### src/rtl/mask_bbox_tracker.sv
// Frame-level bounding box and foreground area of a raster binary-mask stream.
// Results are latched at end of frame with a one-cycle done strobe.
module mask_bbox_tracker #(
  parameter int          H_ACTIVE = 800,
  parameter int          V_ACTIVE = 600,
  parameter logic [9:0]  THRESH   = 10'd512,
  parameter int          CW       = 12,
  parameter int          AW       = 20
) (
  input  logic          CLOCK,
  input  logic          RESET_N,
  input  logic          iSOF,
  input  logic          iDVAL,
  input  logic [9:0]    input_data,
  output logic [CW-1:0] oX_MIN,
  output logic [CW-1:0] oX_MAX,
  output logic [CW-1:0] oY_MIN,
  output logic [CW-1:0] oY_MAX,
  output logic [AW-1:0] oAREA,
  output logic          oBOX_VALID,
  output logic          oFRAME_DONE
);

  // state | meaning
  // ACCUM | accumulating pixels of the current frame
  // FLUSH | strobe cycle; results already latched, working state already clear
  typedef enum logic {ACCUM, FLUSH} state_t;

  localparam logic [CW-1:0] COL_LAST = CW'(H_ACTIVE - 1);
  localparam logic [CW-1:0] ROW_LAST = CW'(V_ACTIVE - 1);
  localparam logic [CW-1:0] C_ONES   = '1;
  localparam logic [AW-1:0] A_ONES   = '1;

  state_t        state_q, state_d;
  logic [CW-1:0] col_q, col_d, row_q, row_d;
  logic [CW-1:0] xmin_q, xmin_d, xmax_q, xmax_d, ymin_q, ymin_d, ymax_q, ymax_d;
  logic [AW-1:0] area_q, area_d;
  logic          any_q, any_d;
  logic [CW-1:0] oxmin_q, oxmin_d, oxmax_q, oxmax_d, oymin_q, oymin_d, oymax_q, oymax_d;
  logic [AW-1:0] oarea_q, oarea_d;
  logic          obv_q, obv_d;
  logic          eof_c, clear_c, fg_c;

  always_comb begin
    eof_c   = iDVAL && (col_q == COL_LAST) && (row_q == ROW_LAST);
    // The end-of-frame pixel wins over a coincident iSOF.
    clear_c = iSOF && !eof_c;
    fg_c    = iDVAL && (input_data >= THRESH);

    col_d  = col_q;
    row_d  = row_q;
    xmin_d = xmin_q;
    xmax_d = xmax_q;
    ymin_d = ymin_q;
    ymax_d = ymax_q;
    area_d = area_q;
    any_d  = any_q;

    oxmin_d = oxmin_q;
    oxmax_d = oxmax_q;
    oymin_d = oymin_q;
    oymax_d = oymax_q;
    oarea_d = oarea_q;
    obv_d   = obv_q;

    if (clear_c) begin
      col_d  = '0;
      row_d  = '0;
      xmin_d = C_ONES;
      xmax_d = '0;
      ymin_d = C_ONES;
      ymax_d = '0;
      area_d = '0;
      any_d  = 1'b0;
    end

    if (fg_c) begin
      if (col_d < xmin_d) xmin_d = col_d;
      if (col_d > xmax_d) xmax_d = col_d;
      if (row_d < ymin_d) ymin_d = row_d;
      if (row_d > ymax_d) ymax_d = row_d;
      if (area_d != A_ONES) area_d = area_d + 1'b1;
      any_d = 1'b1;
    end

    if (iDVAL) begin
      if (col_d == COL_LAST) begin
        col_d = '0;
        row_d = (row_d == ROW_LAST) ? '0 : row_d + 1'b1;
      end else begin
        col_d = col_d + 1'b1;
      end
    end

    // Latch on the end-of-frame edge so results are visible during FLUSH.
    if (eof_c) begin
      obv_d   = any_d;
      oxmin_d = any_d ? xmin_d : '0;
      oxmax_d = any_d ? xmax_d : '0;
      oymin_d = any_d ? ymin_d : '0;
      oymax_d = any_d ? ymax_d : '0;
      oarea_d = any_d ? area_d : '0;
      col_d   = '0;
      row_d   = '0;
      xmin_d  = C_ONES;
      xmax_d  = '0;
      ymin_d  = C_ONES;
      ymax_d  = '0;
      area_d  = '0;
      any_d   = 1'b0;
    end

    state_d = eof_c ? FLUSH : ACCUM;
  end

  always_ff @(posedge CLOCK or negedge RESET_N) begin
    if (!RESET_N) begin
      state_q <= ACCUM;
      col_q   <= '0;
      row_q   <= '0;
      xmin_q  <= C_ONES;
      xmax_q  <= '0;
      ymin_q  <= C_ONES;
      ymax_q  <= '0;
      area_q  <= '0;
      any_q   <= 1'b0;
      oxmin_q <= '0;
      oxmax_q <= '0;
      oymin_q <= '0;
      oymax_q <= '0;
      oarea_q <= '0;
      obv_q   <= 1'b0;
    end else begin
      state_q <= state_d;
      col_q   <= col_d;
      row_q   <= row_d;
      xmin_q  <= xmin_d;
      xmax_q  <= xmax_d;
      ymin_q  <= ymin_d;
      ymax_q  <= ymax_d;
      area_q  <= area_d;
      any_q   <= any_d;
      oxmin_q <= oxmin_d;
      oxmax_q <= oxmax_d;
      oymin_q <= oymin_d;
      oymax_q <= oymax_d;
      oarea_q <= oarea_d;
      obv_q   <= obv_d;
    end
  end

  assign oX_MIN      = oxmin_q;
  assign oX_MAX      = oxmax_q;
  assign oY_MIN      = oymin_q;
  assign oY_MAX      = oymax_q;
  assign oAREA       = oarea_q;
  assign oBOX_VALID  = obv_q;
  assign oFRAME_DONE = (state_q == FLUSH);

endmodule

### config.mk
export PLATFORM = sky130hd
export DESIGN_NAME = mask_bbox_tracker
export DESIGN_NICKNAME = d
export VERILOG_FILES = /design/src/rtl/mask_bbox_tracker.sv
export SDC_FILE = /design/constraint.sdc
export NUM_CORES = 1
export LEC_CHECK = 0
export ABC_CLOCK_PERIOD_IN_PS = 6500
export CELL_PAD_IN_SITES_DETAIL_PLACEMENT = 1
export CELL_PAD_IN_SITES_GLOBAL_PLACEMENT = 1
export CORE_ASPECT_RATIO = 0.8
export CORE_MARGIN = 1
export CORE_UTILIZATION = 40
export CTS_CLUSTER_DIAMETER = 200
export DETAILED_ROUTE_END_ITERATION = 16
export DONT_BUFFER_PORTS = 1
export GPL_ROUTABILITY_DRIVEN = 1
export PLACE_DENSITY_LB_ADDON = 0.12
export SYNTH_ARGS = -nofsm -noshare
export SYNTH_HDL_FRONTEND = slang
export SYNTH_SLANG_ARGS = --single-unit
### constraint.sdc
create_clock -name CLOCK -period 6.5 [get_ports CLOCK]
set_input_delay 0 -clock CLOCK [delete_from_list [all_inputs] [get_ports CLOCK]]
set_output_delay 0 -clock CLOCK [all_outputs]
set_load 0.01 [all_outputs]
After elaboration in Yosys (flattened, before gate mapping)
Cells that the tools add are included.
{ "word_totals": {"register_bits": 163, "in_bits": 14, "word_cells": 71} }
{ "classes": {"add_sub_neg": 3, "n_lt_le_gt_ge": 5, "eq_ne": 5, "mux": 38, "n_reduce_logical": 5} }
{ "ops": {"columns": ["op", "count"], "rows": [
  ["12-bit 2-to-1 mux", 29],
  ["20-bit 2-to-1 mux", 5],
  ["12-bit by 10-bit == test with 1-bit output (second input constant)", 4],
  ["12-bit by 1-bit adder with 12-bit output (second input constant)", 2],
  ["12-bit > comparator", 2],
  ["12-bit less-than comparator", 2],
  ["20-bit by 1-bit adder with 20-bit output (second input constant)", 1],
  ["20-bit inequality test (second input constant)", 1],
  ["10-bit >= comparator (second input constant)", 1],
  ["1-bit logical AND", 4],
  ["1-bit 2-to-1 mux", 4],
  ["1-bit logical NOT", 1]
]} }

Depth between registers and ports, before layout
Gate-level depths: netlist of run 1.
{ "depth": {"ltp_word": 11, "depth_mapped": 20, "mapped_depth_nobuf": 14} }

Least setup slack after synthesis of run 1
OpenSTA, ideal clock, no wires.
{ "synth_timing": {"path_type": "flip-flop to flip-flop", "startpoint": "register row_q[3]", "endpoint": "register ymax_q[0]", "setup_ns": 0.132, "arrival_time_ns": 4.513, "setup_slack_ns": 1.855, "path_stages_with_launch": 19, "synth_period_minus_slack_ns": 4.645, "path_cell_list": "dfrtp_1 > or4b_1 > or4_1 > buf_4 > o21ai_4 > buf_4 > clkbuf_1 > buf_1 > nand2_1 > ha_1 > and4_1 > and3_1 > nand3_1 > o21ai_0 > a31oi_2 > nor2_4 > buf_4 > mux2i_1 > nor2_1"} }
{ "synth_between": {"elab_chain_cells": 9, "elab_cells_between_ends": 10, "classes_between": "1 x order compare; 1 x eq/ne; 5 x mux; 3 x reduce/logical"} }
{ "synth_rtl": {"columns": ["item", "line_no", "rtl"], "rows": [
  ["start, declared", "35", "logic [CW-1:0] col_q, col_d, row_q, row_d;"],
  ["start signal, assigned", "136", "row_q <= row_d;"],
  ["12-bit by 10-bit == test with 1-bit output", "45", "eof_c = iDVAL && (col_q == COL_LAST) && (row_q == ROW_LAST);"],
  ["1-bit logical AND", "45", null],
  ["1-bit logical NOT", "47", "clear_c = iSOF && !eof_c;"],
  ["1-bit logical AND", "47", null],
  ["12-bit 2-to-1 mux", "66", "if (clear_c) begin"],
  ["12-bit > comparator", "81", "if (row_d > ymax_d) ymax_d = row_d;"],
  ["12-bit 2-to-1 mux", "81", null],
  ["12-bit 2-to-1 mux", "77", "if (fg_c) begin"],
  ["12-bit 2-to-1 mux (*)", "96", "if (eof_c) begin"],
  ["via ymax_d[0]", "36", "logic [CW-1:0] xmin_q, xmin_d, xmax_q, xmax_d, ymin_q, ymin_d, ymax_q, ymax_d;"],
  ["end signal, assigned", "140", "ymax_q <= ymax_d;"],
  ["end, declared", "36", null]
]} }
The timed path passes the listed nets; every way through them passes the cells marked *.
A chain may end at the register's enable or synchronous reset.

Final worst setup path of run 1
{ "layout_timing": {"startpoint": "register row_q[3]", "endpoint": "register xmin_q[5]"} }
{ "layout_between": {"elab_chain_cells": 9, "elab_cells_between_ends": 10, "classes_between": "1 x order compare; 1 x eq/ne; 5 x mux; 3 x reduce/logical"} }
{ "layout_rtl": {"columns": ["item", "line_no", "rtl"], "rows": [
  ["12-bit by 10-bit == test with 1-bit output (*)", "45", null],
  ["1-bit logical AND (*)", "45", null],
  ["1-bit logical NOT", "47", null],
  ["1-bit logical AND", "47", null],
  ["12-bit 2-to-1 mux", "66", null],
  ["12-bit less-than comparator", "78", "if (col_d < xmin_d) xmin_d = col_d;"],
  ["12-bit 2-to-1 mux", "78", null],
  ["12-bit 2-to-1 mux", "77", null],
  ["12-bit 2-to-1 mux (*)", "96", null],
  ["via xmin_d[5]", "36", null],
  ["end signal, assigned", "137", "xmin_q <= xmin_d;"],
  ["end, declared", "36", null]
]} }
Marks and branches as above.

==> run summary, run 1 <==
The height of the chip came out at roughly 130 um. The final critical path time including I/O delays and setup is roughly 5.5 ns. The final-layout setup total negative slack came out at 0 ns. The count of buffering cells on the critical path with inverters included came out at 3. The core box area came out at 21,000 um^2. The number of warning messages in the yosys log came out at 0. The number of nets in the finished design is 940.

sky130_fd_sc_hd__dfrtp_1 takes more of the synthesized area than any other cell. The largest driver fanout on the critical path came out at 17. The number of antenna violations at the first check in global routing is 0. In this run, CTS created clock tree buffers numbering 17. Dividing total power by cell area gives a power density of 235 nW/um^2.

The final hold slack came out at 0.0224 ns. The number of hold-slack violations in the final timing report came out at 0. The number of levels in the clock H-tree is 4. Entering global routing, the biggest net connects 164 pins. In this run, distinct cell masters in the synthesized netlist total just under 80.

In this run, the number of DRC markers left after iteration 0 of detailed routing was around 300. The flow ran to the end, but the final reports show violations. Once the clock tree was built, the setup fixing pass inserted 0 buffers. The endpoint type of the worst setup path is a register. The clock-pin slew reported for the worst setup and hold paths after clock tree synthesis came out at 0.07 ns.

The number of enable flip-flop cells after synthesis is 0. The kind of cell with the highest combined delay along the critical path is compound AO/OA/AOI/OAI gates. For this run the aggregate overflow at the end of global routing stands at 0.

The average instance area after synthesis came out at between 9 and 10 um^2. The die covers 22,300 um^2. After detailed routing, the total wire length is around 24 mm.

The highest clock frequency the design can meet is 0.181 GHz. The final worst-path cycle share came out at between 80% and 90%. The worst-case clock skew came out at roughly 0.013 ns.

Clock tree synthesis found a total of 163 sinks. The synthesized flop and latch total is 163. The max-slew violation count is 0. Summed over all nets, the half-perimeter wirelength after detailed placement is 16.2 mm.

The later-pin clock latency in the skew report came out at 0.43 ns. In this run the clock root is driven by a sky130_fd_sc_hd__clkbuf_16. In this run the cell area of the synthesized design comes to between 8000 and 9000 um^2.

Relative to the synthesized area, the layout overhead comes to 10.7%. The longest individual stage delay on the worst path came out at 0.77 ns. The number of antenna diodes came out at 0. The total nets after synthesis came out at approximately 950.

The total cell area at the placement stage came out at 8920 um^2. Counting along the longest clock path gives a buffer depth of 2. The total via count after detailed routing came out at 6,627.

On the critical path, the stage with the largest delay is an instance of sky130_fd_sc_hd__or4_1. The first-pass iteration count of the detailed router came out at 12. The initial core utilization came out at around 41%. The ratio of routed vias to standard cells came out at 5.68. Summed over its instances, the top area cell type makes up 40.1% of the synthesized netlist area. For this run, the leading register cell type out of synthesis is sky130_fd_sc_hd__dfrtp_1. The final reports fail on design-rule violations. Data arrives at the worst endpoint at 5.87 ns. The post-route cell area is 9600 um^2.

The setup path with the least slack is of type register to register. The total power of the final layout came out at ~2300 uW. Dividing the detail-routed wire length by the instance count gives 20.6 um. The via count of the first global-routing pass was 6,989.

The cell row count came out at 47. The detail route stage leaves a number of antenna-violating nets equal to 0. At the pin with the least slew margin, the transition time is about 0.99 ns. Input and output buffers added on the ports amount to 0. The layout cell share with drive strength beyond 1 came out at 11.4%. Routability-driven placement finished with a final weighted congestion of 0.850.

Setup repair after global routing left no endpoint under its margin. The normalized max-slew margin came out at between 30% and 40%. The endpoint required time on the critical path came out at slightly below 7 ns.

The worst setup path is launched from a register. The final setup violation count is 0. Walking the worst path, the cells encountered are or4b_1 > or4_1 > o21ai_4 > nand2_1 > inv_1 > ha_1 > a21o_1 > a21oi_1 > nor2b_1 > a2111oi_0 > inv_1 > a21oi_1 > buf_4 > nor3_1 > o21ai_0. The instance count of the mapped netlist came out at approximately 900.

The tool flagged a number of max-cap violations equal to 0. The I/O pin count came out at 84. The die span in x came out at 167 um. In the post-synthesis netlist, the biggest area contributors are sky130_fd_sc_hd__dfrtp_1 (40%), sky130_fd_sc_hd__dfstp_2 (7.3%), sky130_fd_sc_hd__ha_1 (5.9%), sky130_fd_sc_hd__nand2_1 (5.2%), sky130_fd_sc_hd__nor2_1 (3.8%). The first global-routing pass estimated 39.2 mm of wire. The share of flip-flops with an asynchronous set or reset after synthesis came out at 100%. The min-delay analysis places its worst path in the category primary input to register. The leakage power total is 0.00455 uW. The CTS tree is done. The peak ir drop on the vdd network came out at about 140 uV.

Global routing consumed, over all layers together, 22.6% of the routing resources. For this run, design rule violations remaining after detail routing come to 2. The final core utilization is 45.7%.

Sequential elements use roughly 47% of the synthesized area.
==> routing by layer <==
| metal | part of all wire, % | GRT usage [%] | wire (um) |
|---|---|---|---|
| met1 | 50 | 33.0 | 12100 |
| met2 | 44 | 34.2 | 10600 |
| met3 | 4.5 | 4.78 | 1090 |
| met4 | 0.91 | 5.09 | 219 |
| met5 | 0 | 0 | 0 |
==> state kept, by name, summed over array words and instances (netlist names), 12 cells and up <==
name / count
area_q: 20
col_q: 12
oAREA: 20
oX_MAX: 12
oX_MIN: 12
oY_MAX: 12
oY_MIN: 12
row_q: 12
xmax_q: 12
xmin_q: 12
ymax_q: 12
ymin_q: 12
==> worst min-delay path: cells and delay by family <==
kind             cells  cell delay, ns
AO/OA/AOI/OAI        1            0.08
AND/OR/NAND/NOR      2            0.32
==> cells in the mapped netlist, types with 6 or more instances <==
cell type and count:
sky130_fd_sc_hd__o31ai_1 6, sky130_fd_sc_hd__nand4_1 12, sky130_fd_sc_hd__a21oi_1 34, sky130_fd_sc_hd__nor3_1 20, sky130_fd_sc_hd__o21ai_0 37, sky130_fd_sc_hd__a311o_1 7
sky130_fd_sc_hd__xor2_1 21, sky130_fd_sc_hd__and3_1 12, sky130_fd_sc_hd__nor2b_1 11, sky130_fd_sc_hd__clkbuf_1 37, sky130_fd_sc_hd__and2_1 14, sky130_fd_sc_hd__and4_1 6
sky130_fd_sc_hd__xnor2_1 25, sky130_fd_sc_hd__o211ai_1 9, sky130_fd_sc_hd__mux2i_1 13, sky130_fd_sc_hd__a22o_1 13, sky130_fd_sc_hd__nand2_1 121, sky130_fd_sc_hd__o21ai_1 6
sky130_fd_sc_hd__inv_1 36, sky130_fd_sc_hd__nand2b_1 6, sky130_fd_sc_hd__dfrtp_1 139, sky130_fd_sc_hd__nand3_1 35, sky130_fd_sc_hd__a221o_1 6, sky130_fd_sc_hd__mux2_2 10
sky130_fd_sc_hd__ha_1 41, sky130_fd_sc_hd__dfstp_2 24, sky130_fd_sc_hd__a31oi_1 17, sky130_fd_sc_hd__nor2_1 88, sky130_fd_sc_hd__a21o_1 11
==> where the power goes <==
part	internal [uW]	total (uW)	switching, uW
clock network	655	1090	430
logic	32.2	111	78.4
registers	1040	1060	15.8
total	1730	2250	525
==> path summary, 6_finish.rpt <==
kind | start | end | slack, ns | cells past startpoint
max | row_q[3] | xmin_q[5] | 0.99 | 15
min | iDVAL | any_q | 0.02 | 3
max reg2reg | row_q[3] | xmin_q[5] | 0.99 | 15
min reg2reg | ymax_q[10] | oY_MAX[10] | 0.50 | 2
max in group asynchronous | RESET_N | col_q[7] | 5.53 | 2
min in group asynchronous | RESET_N | oY_MIN[9] | 0.12 | 2
==> placed cells by master (no fill, tap or decap), types with 12 or more instances in the layout <==
master                        n
sky130_fd_sc_hd__dfstp_2     24
sky130_fd_sc_hd__nor3_1      20
sky130_fd_sc_hd__xnor2_1     25
sky130_fd_sc_hd__xor2_1      21
sky130_fd_sc_hd__buf_4       13
sky130_fd_sc_hd__a22o_1      13
sky130_fd_sc_hd__and3_1      12
sky130_fd_sc_hd__inv_1       36
sky130_fd_sc_hd__nor2_1      88
sky130_fd_sc_hd__o21ai_0     37
sky130_fd_sc_hd__nand3_1     35
sky130_fd_sc_hd__a21oi_1     34
sky130_fd_sc_hd__mux2i_1     13
sky130_fd_sc_hd__a31oi_1     17
sky130_fd_sc_hd__nand2_1    121
sky130_fd_sc_hd__ha_1        41
sky130_fd_sc_hd__dfrtp_1    139
sky130_fd_sc_hd__nand4_1     12
sky130_fd_sc_hd__and2_1      14
sky130_fd_sc_hd__clkbuf_16   17
==> layout make-up <==
type | count | area, um^2
well taps | 269 | 337
clock inverters | 11 | 178
inverters | 36 | 135
fillers | 2335 | 11400
clock buffers | 20 | 447
multi-input cells | 649 | 4220
repair buffers | 18 | 175
flip-flops and latches | 163 | 4110
==> repair_timing <==
item	CTS	global route
gates resized for setup	0	0
hold buffers	4	0
hold endpoints to repair	189	0
setup endpoints to repair	0	0
==> stage by stage <==
step | setup WS [ns] | std cells
global placement | 1.22 | 1131
detailed placement | 1.09 | 1131
floorplan | 1.85 | 898
finish | 0.989 | 1166
global route | 0.688 | 1166
CTS | 1.02 | 1166
==> cell families after synthesis <==
kind of cell / after synthesis / share of synthesized area (%)
simple gates: 353 / 19.5
compound gates: 179 / 14.9
flops: 163 / 47.4
buf+inv: 86 / 4.07
xor+xnor: 46 / 4.65
fa+ha+maj: 46 / 6.49
mux: 25 / 3.06
(Power assumes the default switching activity.)
==> run 2, diff against run 1 <==
- ABC_CLOCK_PERIOD_IN_PS: 6500 -> 5700
- clock period: 6.5 -> 5.7 ns (I/O delays scaled with it)
==> run 2 against run 1 <==
Effect of this change: the flow still finishes with violations (design-rule violations); largest cell class unchanged; non-clock buffer count is 7 higher; highest routed layer unchanged; core utilization is 0.33 points higher; critical path type unchanged; clock skew is 0.0023 ns lower; setup slack worse by 0.35 ns; power is 14% higher.
==> run summary, run 2 (same netlist as run 1, synthesis figures left out) <==
The first-pass iteration count of the detailed router came out at 13. The logic gate share of total power came out at 5.1%. The cell sitting at the root of the clock tree is a sky130_fd_sc_hd__clkbuf_16. The clock-pin slew reported for the worst setup and hold paths after clock tree synthesis came out at 0.07 ns. The checks that failed: design-rule violations. The die covers 22,300 um^2. The first global-routing pass estimated 39.4 mm of wire. Walking the worst path, the cells encountered are or4b_1 > or4_1 > o21ai_4 > buf_12 > nand2_1 > inv_1 > ha_1 > a21o_1 > a21oi_1 > nor2b_1 > a2111oi_0 > inv_1 > a21oi_1 > buf_12 > a21boi_0 > o21ai_0.

The number of levels in the clock H-tree came out at 4. Input and output buffers added on the ports amount to 0. The core box area came out at 21,000 um^2. The overall overflow remaining after global route came out at 0. The number of CTS-inserted buffers came out at 17. The leakage power total came out at 0.00459 uW. The final core utilization came out at 46.1%. The worst setup path is launched from a register. Leaving out fill and tap cells, the most frequent cells in the layout are sky130_fd_sc_hd__dfrtp_1 (139), sky130_fd_sc_hd__nand2_1 (121), sky130_fd_sc_hd__nor2_1 (88). The number of hold-slack violations in the final timing report came out at 0. Setup repair after global routing left no endpoint under its margin. The final setup violation count is 0.

The number of standard cells in the layout, taps in and fillers out is 1,174. Entering global routing, the biggest net connects 164 pins. The number of maximum-capacitance constraint violations is 0. The clock reaches the later pin of the worst-skew pair after 0.43 ns. The post-detailed-routing wire length came out at 24.5 mm. The longest individual stage delay on the worst path is 0.74 ns. The die span in x came out at 167 um. The power spent charging and discharging nets came out at ~600 uW. The routed length on met1 came out at 12.3 mm.

The number of filler instances in the final layout is 2,368. The count of buffering cells on the critical path with inverters included came out at 4. The minimum setup slack in the final design came out at between 0.6 and 0.7 ns.

The layout cell share with drive strength beyond 1 is about an eighth. For this design, the slowest cell found on the critical path is sky130_fd_sc_hd__or4_1. The number of hold-repair buffers added at the cts stage came out at 5. The highest layer used for signal routing is met4.

Clock skew on the completed layout was measured at 0.0104 ns. The library cell used most frequently in the layout, excluding fill and tap cells, is sky130_fd_sc_hd__dfrtp_1. The data arrival time of the critical path is between 5 and 6 ns. The number of cells after detailed placement is between 1,000 and 1,500. The I/O pin count is 84.

The DRC violation total after the first TritonRoute iteration is 445. The largest driver fanout on the critical path came out at 26. The total setup buffers inserted after CTS came out at 0. The min-delay analysis places its worst path in the category primary input to register. TritonCTS built the clock tree.

The final layout contains 947 nets. The family with the most delay on the worst path is compound AO/OA/AOI/OAI gates. The deepest clock path buffer count came out at 2.

The number of antenna diodes came out at 0. The areal power density over the cells is 265 nW/um^2. In this run switching power makes up 23.9% of total power. Dividing the final minimum period by the clock period gives 88.8%. The remaining design rule violation count came out at 2. The worst slack after detailed placement is 0.740 ns.

The routability-driven placement congestion ratio is between 0.8 and 0.9. The peak ir drop on the vdd network came out at between 150 and 200 uV. The number of antenna violations at the first check in global routing came out at 0. Summed over all failing endpoints, the final setup total negative slack is 0 ns. The highest clock frequency the design can meet is a little under 0.2 GHz.

The max-slew violation count came out at 0. Relative to the synthesized area, the layout overhead comes to 11.5%. The detailed-placement wirelength estimate came out at 16.2 mm. The endpoint type of the worst setup path is a register. In this run, the clock network consumes 47.8% of the power.

From bottom edge to top edge, the die measures 134 um. The cell row count is 47. The final critical path time including I/O delays and setup came out at between 5 and 6 ns. The flow ran to the end, but the final reports show violations. The endpoint required time on the critical path is 5.99 ns. The normalized max-slew margin is 23.6%. At the pin with the least slew margin, the transition time is 1.15 ns. The routed design uses 1.35 mm of met3 wire. The detailed-routed wire length on met2 is 10.5 mm. The post-detailed-route count of antenna-violating nets is 0.

The ratio of routed vias to standard cells came out at between 5 and 6. The internal portion of the total power is 1950 uW. The share of total power dissipated in sequential elements is 47.1%. The clock net sink count came out at 163.

The total track usage came out at between 20% and 30%. The initial core utilization is 41.3%. Detailed routing inserted a total of 6,624 vias. The number of gates resized after CTS was 0.

The final routed wire length divided by cell count is 20.8 um. By startpoint and endpoint, the worst setup path is classified as register to register. The via count of the first global-routing pass is 7,012.
run 2: cell count changes in the layout (fill, tap and decap cells not counted), sizes merged:
cell / before / now
clkbuf: 20 / 19
bufinv: 4 / 3
buf: 15 / 21
dlygate4sd3: 3 / 4
clkinv: 2 / 4
inv: 38 / 39
run 2: stage by stage:
step                      hold slack (ns)  area, um^2  total power, uW
final                              0.0350        9670             2560
after global routing               0.0463        9670             2650
after CTS                          0.0169        9670             2590
after detailed placement           -0.289        8970             1330
after global placement             -0.290        8970             1320
after floorplan                    -0.296        8670             1290
run 2: area by class of cell:
type / count / area [um^2] / share of cell area [%]
Multi-Input combinational cell: 649 / 4220 / 43.6
Sequential cell: 163 / 4110 / 42.5
Clock buffer: 19 / 453 / 4.68
Tap cell: 269 / 337 / 3.48
Timing Repair Buffer: 25 / 243 / 2.51
Clock inverter: 13 / 174 / 1.80
Inverter: 36 / 135 / 1.40
run 2: power groups by stage:
stage	combinational, uW	clock (uW)	sequential (uW)
3_5_place_dp	100	0	1230
3_3_place_gp	95.2	0	1230
4_1_cts	133	1250	1210
6_report	132	1220	1210
2_1_floorplan	74.9	0	1220
5_1_grt	147	1300	1210
run 2: tightest hold or removal path: stages:
cell and delay [ns]:
sky130_fd_sc_hd__and2_1 0.22, sky130_fd_sc_hd__a21oi_1 0.14, sky130_fd_sc_hd__nor2_1 0.05
run 2: final timing paths:
| check | depth (start not counted) | slack, ns | endpoint | start |
|---|---|---|---|---|
| worst max-delay path | 16 | 0.64 | xmin_q[5] | row_q[3] |
| worst max register to register | 16 | 0.64 | xmin_q[5] | row_q[3] |
| worst min register to register | 2 | 0.52 | oY_MAX[10] | ymax_q[10] |
| max in group asynchronous | 2 | 4.76 | oX_MAX[8] | RESET_N |
| min in group asynchronous | 2 | 0.28 | oY_MIN[11] | RESET_N |
| worst min-delay path | 3 | 0.03 | any_q | input_data[9] |
run 2: layer usage:
metal / vias up / GRT usage, %
met5: - / 0
met4: 0 / 6.64
met3: 16 / 4.96
met2: 130 / 33.6
met1: 3330 / 33.6
li1: 3148 / -
==> run 3, diff against run 2 <==
- CELL_PAD_IN_SITES_GLOBAL_PLACEMENT: 1 -> 2
==> run 3 against run 2 <==
Effect of this change: critical path type unchanged; routed wire length about the same; the flow still finishes with violations (design-rule violations); first-iteration DRC count fell by 21%; non-clock buffer count fell by 4; clock power about the same; critical path depth fell by 1; design area fell by 0.71%; die area did not move; clock skew hardly changed.
==> run summary, run 3 (same netlist as run 1, synthesis figures left out) <==
The logic gate share of total power came out at 5.0%. The layout cell share with drive strength beyond 1 is 11.9%. In this run the deepest clock path goes through 2 buffers. The internal power is approximately 1900 uW. The worst path in the final design needs a cycle of approximately 5 ns, including I/O delays and setup. The number of hold-slack violations in the final timing report came out at 0. The first-pass iteration count of the detailed router came out at 10. The detailed-placement wirelength estimate is 16.5 mm. The number of nets in the finished design came out at 943. The I/O pin count is 84. The data arrival time of the critical path came out at approximately 5.3 ns. The number of buffers inserted by port buffering came out at 0. The routability-driven placement congestion ratio is 0.803. In this run, CTS created clock tree buffers numbering 17.

The wire length of the first global-routing pass came out at 40.5 mm. The peak ir drop on the vdd network is about 150 uV. The path class of the tightest hold or removal check is primary input to register. The leading cell type in the layout, fill and taps excluded is sky130_fd_sc_hd__dfrtp_1. The largest driver fanout on the critical path is 25. The highest clock frequency the design can meet is approximately 0.2 GHz. Once placement completed, the tool counted placed cells totaling 1,133. The CTS tree is done. The cell row count came out at 47. The core box area came out at around 21,000 um^2.

The DRC violation total after the first TritonRoute iteration is 350. The via count of the first global-routing pass is 7,351. The final worst-path cycle share is 87.7%.

The die span in x is 167 um. The power spent charging and discharging nets is between 600 and 700 uW. The overall overflow remaining after global route came out at 0. The post-detailed-route count of antenna-violating nets is 0. The post-detailed-routing wire length is approximately 24 mm. Across every metal layer, demand over resource in global routing totals 23.5%. For the pin with the worst max-slew slack, the measured transition is 1.14 ns. The final routed wire length divided by cell count came out at 20.9 um. In this run, flip-flops and latches consume between 40% and 50% of the power. Setup violations remaining at the end of the flow were counted as 0.

The worst setup path is launched from a register. The post-cts gate resize count came out at 0. The tree is rooted in a sky130_fd_sc_hd__clkbuf_16. The pin count of the biggest net entering global routing is 164.

Dividing total power by cell area gives a power density of 264 nW/um^2. The H-tree was split into 4 levels. The final reports fail on design-rule violations.

The worst setup path is captured at a register. Setup repair after global routing left no endpoint under its margin. The ratio of routed vias to standard cells is 5.71. The initial core utilization is 41.3%. The area enclosed by the die boundary is 22,300 um^2. CTS saw 163 sinks. The total via count after detailed routing came out at between 6,000 and 7,000. The number of standard cells in the layout, taps in and fillers out came out at 1,170. The switching power share of the total came out at 24.5%. By startpoint and endpoint, the worst setup path is classified as register to register.

In the layout the commonest cells are sky130_fd_sc_hd__dfrtp_1 (139), sky130_fd_sc_hd__nand2_1 (121), sky130_fd_sc_hd__nor2_1 (88). The clock-pin slew reported for the worst setup and hold paths after clock tree synthesis is 0.07 ns. The repair_antennas step left the layout with diodes totalling 0. The clock network fraction of design power is 47.5%.

The flow ran to the end, but the final reports show violations. The total setup buffers inserted after CTS is 0. The normalized max-slew margin is 24.3%.

The post-synthesis to final-layout area growth is 10.7%. The worst-case clock skew is 0.0102 ns. The remaining design rule violation count is 7. The number of maximum-capacitance constraint violations came out at 0. The later-pin clock latency in the skew report is 0.45 ns.

From bottom edge to top edge, the die measures between 100 and 150 um. STA puts the critical path data required time at 5.99 ns. The max-slew violation count came out at 0. The analysis attributes to cell leakage a power of between 0.004 and 0.005 uW.

The number of antenna violations at the first check in global routing came to 0. Summed over all failing endpoints, the final setup total negative slack is 0 ns.
-- run 3: changes by cell type in the layout (fill, tap and decap cells not counted), sizes merged --
cell / delta
inv: +1
buf: -4
bufinv: -1
clkinvlp: +1
clkbuf: +1
clkinv: -2
-- run 3: path summary, 6_finish.rpt --
kind                       startpoint    endpoint  slack, ns  cells after the start
setup / recovery             row_q[3]   xmin_q[5]       0.70                     15
hold / removal                   iSOF   ymax_q[9]       0.04                      4
setup reg to reg             row_q[3]   xmin_q[5]       0.70                     15
hold reg to reg            ymax_q[11]  oY_MAX[11]       0.50                      2
max in group asynchronous     RESET_N    oAREA[5]       4.80                      2
min in group asynchronous     RESET_N   oY_MIN[9]       0.21                      2
-- run 3: through the flow --
step	util [%]	hold slack (ns)	power, uW	instance area, um^2	setup slack [ns]
after detailed placement	42.5	-0.292	1320	8920	0.787
final	45.7	0.0446	2540	9600	0.702
after global routing	45.7	0.0614	2630	9600	0.319
after CTS	45.7	0.0235	2570	9600	0.753
after global placement	42.5	-0.291	1320	8920	0.877
after floorplan	-	-0.296	1290	8670	1.05
-- run 3: critical path: stages (launching register included) --
cell and delay, ns:
sky130_fd_sc_hd__dfrtp_1 0.48, sky130_fd_sc_hd__or4b_1 0.55, sky130_fd_sc_hd__or4_1 0.73, sky130_fd_sc_hd__o21ai_4 0.21, sky130_fd_sc_hd__buf_4 0.32, sky130_fd_sc_hd__and2_1 0.29
sky130_fd_sc_hd__ha_1 0.29, sky130_fd_sc_hd__a21o_1 0.18, sky130_fd_sc_hd__a21oi_1 0.15, sky130_fd_sc_hd__maj3_1 0.18, sky130_fd_sc_hd__o21ai_1 0.07, sky130_fd_sc_hd__maj3_1 0.55
sky130_fd_sc_hd__a21oi_1 0.21, sky130_fd_sc_hd__buf_4 0.29, sky130_fd_sc_hd__a21boi_0 0.20, sky130_fd_sc_hd__o21ai_0 0.14
-- run 3: final cells by class --
| cell class | count | area (um^2) |
|---|---|---|
| Inverter | 36 | 135 |
| Multi-Input combinational cell | 649 | 4220 |
| Clock inverter | 12 | 146 |
| Tap cell | 269 | 337 |
| Clock buffer | 20 | 467 |
| Timing Repair Buffer | 21 | 188 |
| Fill cell | 2334 | 11400 |
| Sequential cell | 163 | 4110 |
-- run 3: repair_timing --
| action | in CTS | in global routing |
|---|---|---|
| hold buffers | 5 | 0 |
| hold endpoints to repair | 189 | 0 |
| setup endpoints to repair | 0 | 0 |
-- run 3: per-layer routing --
layer	global-route usage (%)	vias up	part of all wire, %
met5	0	-	0
met2	35.9	128	44
met1	33.6	3413	50
li1	-	3124	-
met3	4.84	21	5.2
met4	6.58	0	0.97
-- run 3: power by group through the flow --
stage               Clock, uW  Sequential, uW  Combinational, uW
floorplan                   0            1220               74.9
global placement            0            1230               91.4
detailed placement          0            1230               95.9
CTS                      1240            1210                129
global route             1280            1210                143
finish                   1200            1210                126
